[src/rtl/vga_glyph_line.sv]
// Glyph line renderer: fetches one glyph-strip row from a synchronous font ROM
// during horizontal blanking and renders it to registered RGB at two-cycle latency.
module vga_glyph_line #(
  parameter int          N_GLYPH = 19,
  parameter int          GLYPH_W = 16,
  parameter int          GLYPH_H = 32,
  parameter int          X0      = 144,
  parameter int          Y0      = 160,
  parameter int          ADDR_W  = 10,
  parameter logic [23:0] FG      = 24'hFF0000,
  parameter logic [23:0] BG      = 24'h000000
) (
  input  logic               CLK_25,
  input  logic               RST,
  input  logic               LINE_START,
  input  logic [10:0]        LINE_Y,
  input  logic [10:0]        PIX_X,
  input  logic [10:0]        PIX_Y,
  input  logic               PIX_DE,
  output logic               ROM_EN,
  output logic [ADDR_W-1:0]  ROM_ADDR,
  input  logic [GLYPH_W-1:0] ROM_DATA,
  output logic               FETCH_BUSY,
  output logic [7:0]         VGA_R,
  output logic [7:0]         VGA_G,
  output logic [7:0]         VGA_B,
  output logic               OUT_DE
);

  localparam int IDX_W = (N_GLYPH > 1) ? $clog2(N_GLYPH) : 1;
  localparam int BIT_W = $clog2(GLYPH_W);
  localparam logic [10:0] X_LO = 11'(X0);
  localparam logic [10:0] X_HI = 11'(X0 + N_GLYPH * GLYPH_W);
  localparam logic [10:0] Y_LO = 11'(Y0);
  localparam logic [10:0] Y_HI = 11'(Y0 + GLYPH_H);

  typedef enum logic [1:0] {IDLE, ISSUE, DRAIN} state_t;

  state_t             state, state_nx;
  logic [IDX_W-1:0]   cnt;
  logic [ADDR_W-1:0]  addr;
  logic               cap_vld;
  logic [IDX_W-1:0]   cap_idx;
  logic [GLYPH_W-1:0] words [N_GLYPH];
  logic [10:0]        row;
  logic               y_hit;
  logic               last_issue;

  assign row        = LINE_Y - Y_LO;
  assign y_hit      = (LINE_Y >= Y_LO) && (LINE_Y < Y_HI);
  assign last_issue = (cnt == IDX_W'(N_GLYPH - 1));
  assign ROM_EN     = (state == ISSUE);
  assign ROM_ADDR   = addr;
  assign FETCH_BUSY = (state == ISSUE) || (state == DRAIN);

  always_ff @(posedge CLK_25) begin
    if (RST) state <= IDLE;
    else     state <= state_nx;
  end

  // LINE_START overrides whatever the fetch is doing, so it is decoded first.
  always_comb begin
    state_nx = state;
    if (LINE_START) begin
      state_nx = y_hit ? ISSUE : IDLE;
    end else begin
      case (state)
        IDLE:    state_nx = IDLE;
        ISSUE:   if (last_issue) state_nx = DRAIN;
        DRAIN:   state_nx = IDLE;
        default: state_nx = IDLE;
      endcase
    end
  end

  always_ff @(posedge CLK_25) begin
    if (RST) begin
      cnt     <= '0;
      addr    <= '0;
      cap_vld <= 1'b0;
      cap_idx <= '0;
      for (int unsigned g = 0; g < N_GLYPH; g++) words[g] <= '0;
    end else begin
      // A read issued in the same cycle as LINE_START is in flight and dropped.
      cap_vld <= (state == ISSUE) && !LINE_START;
      cap_idx <= cnt;
      if (LINE_START) begin
        cnt <= '0;
        if (y_hit) begin
          addr <= ADDR_W'(row * N_GLYPH);
        end else begin
          for (int unsigned g = 0; g < N_GLYPH; g++) words[g] <= '0;
        end
      end else begin
        if (state == ISSUE) begin
          cnt  <= cnt + 1'b1;
          addr <= addr + 1'b1;
        end
        if (cap_vld) words[cap_idx] <= ROM_DATA;
      end
    end
  end

  logic [10:0]      dx;
  logic             in_win;
  logic             win1, de1;
  logic [IDX_W-1:0] widx1;
  logic [BIT_W-1:0] bidx1;
  logic [23:0]      rgb;

  assign dx     = PIX_X - X_LO;
  assign in_win = PIX_DE && (PIX_X >= X_LO) && (PIX_X < X_HI) &&
                  (PIX_Y >= Y_LO) && (PIX_Y < Y_HI);

  // Indices are forced to zero outside the window so the word lookup stays in range.
  always_ff @(posedge CLK_25) begin
    if (RST) begin
      win1  <= 1'b0;
      de1   <= 1'b0;
      widx1 <= '0;
      bidx1 <= '0;
      rgb   <= '0;
      OUT_DE <= 1'b0;
    end else begin
      win1  <= in_win;
      de1   <= PIX_DE;
      widx1 <= in_win ? IDX_W'(dx >> BIT_W) : '0;
      bidx1 <= in_win ? ~dx[BIT_W-1:0] : '0;
      OUT_DE <= de1;
      if (!de1)                            rgb <= '0;
      else if (win1 && words[widx1][bidx1]) rgb <= FG;
      else                                 rgb <= BG;
    end
  end

  assign VGA_R = rgb[23:16];
  assign VGA_G = rgb[15:8];
  assign VGA_B = rgb[7:0];

endmodule

[config.mk]
export PLATFORM = sky130hd
export DESIGN_NAME = vga_glyph_line
export DESIGN_NICKNAME = d
export VERILOG_FILES = /design/src/rtl/vga_glyph_line.sv
export SDC_FILE = /design/constraint.sdc
export NUM_CORES = 1
export LEC_CHECK = 0
export ABC_AREA = 1
export CAP_MARGIN = 0
export CORE_MARGIN = 5
export CORE_UTILIZATION = 55
export DETAILED_ROUTE_END_ITERATION = 7
export PLACE_DENSITY = 0.77
export SYNTH_ARGS = -nofsm -noshare
export SYNTH_HDL_FRONTEND = slang
export SYNTH_SLANG_ARGS = --single-unit
[constraint.sdc]
create_clock -name CLK_25 -period 7.7 [get_ports CLK_25]
set_input_delay 1.155 -clock CLK_25 [delete_from_list [all_inputs] [get_ports CLK_25]]
set_output_delay 1.155 -clock CLK_25 [all_outputs]
set_load 0.01 [all_outputs]
==> impl_metrics.yaml <==
placement:
  gp_congestion: 0.9105
  dp_hpwl_um: 36080
  port_buffers: 68
  place_inst: 2930
timing:
  slew_violations: 0
  period_needed_ps: 4403
  worstMarginPinSlew_ps: 1070
  hold_viol_final: 0
  tns_ps: 0
  clock.fmax_mhz: 227.1
  finalCritPeriodShare_pct: 57.18
  worst_clock_skew_ps: 19.37
  finalSetupViolCount: 0
  rsz0062_at_grt: "no"
  relSlewSlack_pct: 28.43
yosys:
  ys_seq_area_share_pct: 65.06
  synth_most_common_cell: "nand2_1"
  async_flop_share_pct: 0
  syn-instance-count: 2404
  ys_top_cells_by_count: "592 x nand2_1, 516 x nand3_1, 512 x edfxtp_1"
  syn_area_per_cell_um2: 10.29
  ys_types: 41
  synthFlopType: "edfxtp_1"
  synth_area_leaders: "edfxtp_1 62%, nand3_1 10%, nand2_1 9.0%"
  synth_edf_count: 512
  synth_top_cell_by_area: "edfxtp_1"
  synth.cell_area_um2: 24740
  yosys_warnings: 0
  synth_seq_cells: 548
  synth_top_area_share_pct: 62.14
global_route:
  grt_usage_pct: 24.09
  grt_max_degree: 122
  grt_pass1_vias: 17160
  antenna_found_initial: 0
  grt_pass1_wl_um: 94050
  gr-total-overflow: 0
power_and_ir_drop:
  ir_drop_uv: 157.1
  comb_power_share_pct: 4.6
  switching_share_pct: 20.95
  p_leak_nw: 10.28
  p_switching_w: 0.001284
  clockPowerShare_pct: 40.7
  intPower_w: 0.004842
  seqPwrFrac_pct: 54.7
  cellPowerDensity_nw_per_um2: 226.9
route:
  drt_wl_total_um: 61060
  firstDrtPassIters: 6
  vias_per_cell: 5.820
  drc: 0
  detail-route-antenna-nets: 0
  wl_per_cell_um: 20.19
  drt_iter0_markers: 2395
  vias: 17600
floorplanning:
  ioPinCount: 90
  core_um2: 44320
  initial_core_util_pct: 55.83
  dieArea_um2: 49330
  die_w_um: 222.1
  rows: 77
  die_h_um: 222.1
clock_network:
  tritoncts: "done"
  insertion_delay_ps: 590
  post_cts_buffers: 0
  numClockSinks: 548
  ctsHoldBuffers: 0
  cts_resized: 0
  htreeDepth: 2
  cts.reportedPaths.clkPinSlew_ps: 60
  cts_buffers: 51
  clock_path_buffers: 3
  cts_root_buf: "clkbuf_16"
setup_path:
  slowest_stage: "buf_4"
  cp-end-kind: "flip-flop"
  worstSetupStartpointType: "flip-flop"
  cp_slowest_stage_delay_ps: 790
  required_ps: 8210
  crit_chain: "inv_6 -> buf_4 -> buf_4 -> nand2_1 -> nand3_1 -> nand3_1 -> nand3_1 -> nand3_1 -> nand3_1 -> nand3_1 -> a21oi_1 -> nor2_1 -> nor2_1"
  cp_common_cell: "nand3_1"
  crit_arrival_ps: 4910
  cp_max_fo: 121
  critical_path_class: "flip-flop to flip-flop"
final_layout:
  num-nets-final: 2475
  area_growth_syn_to_layout_pct: 9.128
  regArea_um2: 16100
  fin_cells: 3024
  final_layout_size_suffix_gt1_share_pct: 5.304
  multi_input_area_um2: 7293
  num-fill-cells: 3503
  num_antenna_cells: 0
status:
  status: "completed"
flow_run:
  max_cap_violations: 0
min_path:
  worstHoldStart: "de1"
  hold_class: "flip-flop to flip-flop"
-- placed cells by master, fill, tap and decap left out, types with 2 or more instances in the layout --
cell type          n
inv_6              4
buf_4             25
clkbuf_1           8
nor4_1             3
nand3_1          516
xor2_1             9
a21oi_1           19
nor3_2             7
inv_2              2
bufinv_16          5
clkinv_1          26
clkinv_2          11
clkbuf_8           5
nand2_4            5
edfxtp_1         512
dfxtp_4            2
nor3_1             3
ha_1              26
fa_1               5
dfxtp_1           33
nand2_1          592
nand4_1            4
clkbuf_16         51
nand2_2            5
nor2_1           355
conb_1            16
a31oi_1            9
xnor2_1            3
inv_1             69
clkdlybuf4s50_1   68
o21ai_0           18
-- final timing paths --
path,to,slack [ps],cells after the start
worst max-delay path,rgb[22],3300,13
worst min-delay path,OUT_DE,440,2
worst max register to register,rgb[22],3300,13
worst min register to register,OUT_DE,440,2
-- sequential cells by signal (all words and copies together), names as in the netlist, named ones only --
name,flops
ROM_ADDR,10
bidx1,4
de1,1
cap_vld,1
state,2
win1,1
OUT_DE,1
cnt,5
cap_idx,5
words,512
rgb,1
-- per-layer routing --
layer	part of all wire (%)	vias up	wire length, um	global-route usage, %
li1	-	8124	-	-
met1	37	8374	22550	31.20
met2	49	934	29840	40.37
met3	9.9	169	6047	4.382
met4	4.3	0	2628	10.08
met5	0	-	0	0
-- cells by family (layout without fill, tap and decap cells) --
logic type | count (synthesis) | in the layout | synth area share [%]
adder cells (fa/ha/maj) | 31 | 31 | 1.719
AO/OA/AOI/OAI | 51 | 51 | 1.138
AND/OR/NAND/NOR | 1498 | 1498 | 25.94
buffers and inverters | 263 | 276 | 5.704
other | 1 | 16 | 0.01516
XOR/XNOR | 12 | 12 | 0.4248
flip-flops | 548 | 548 | 65.06
-- through the flow --
stage | power (W) | utilization (%) | hold slack (ps) | instance area (um^2) | setup slack, ps
after floorplan | 0.003576 | - | 398.7 | 24800 | 4245
after global placement | 0.003678 | 57.20 | 422.0 | 25350 | 3139
after detailed placement | 0.003690 | 57.20 | 421.6 | 25350 | 3065
after CTS | 0.006134 | 60.92 | 431.6 | 27000 | 3463
after global routing | 0.006302 | 60.92 | 481.6 | 27000 | 3116
final | 0.006125 | 60.92 | 439.1 | 27000 | 3297
-- cell type report --
class                   instances  area share (%)
clock inverters                30           1.024
repair buffers                 93           3.216
inverters                      89           1.265
well taps                     592           2.743
multi-input cells            1608           27.01
clock buffers                  64           5.093
flip-flops and latches        548           59.65
-- worst max-delay path, delay by kind of cell (launching register included) --
kind                   cells  cell delay [ps]
DFF                        1              530
AOI/OAI and AO/OA          1              280
buffers and inverters      3             2200
and+or+nand+nor            9             1120
-- power by group through the flow --
stage          clock network [W]  registers (W)  logic, W
6_report                 0.00249        0.00335  0.000282
5_1_grt                  0.00264        0.00335  0.000310
4_1_cts                  0.00250        0.00335  0.000280
3_5_place_dp                   0        0.00341  0.000278
3_3_place_gp                   0        0.00341  0.000269
2_1_floorplan                  0        0.00341  0.000170
Power figures use the tool's default switching activity.
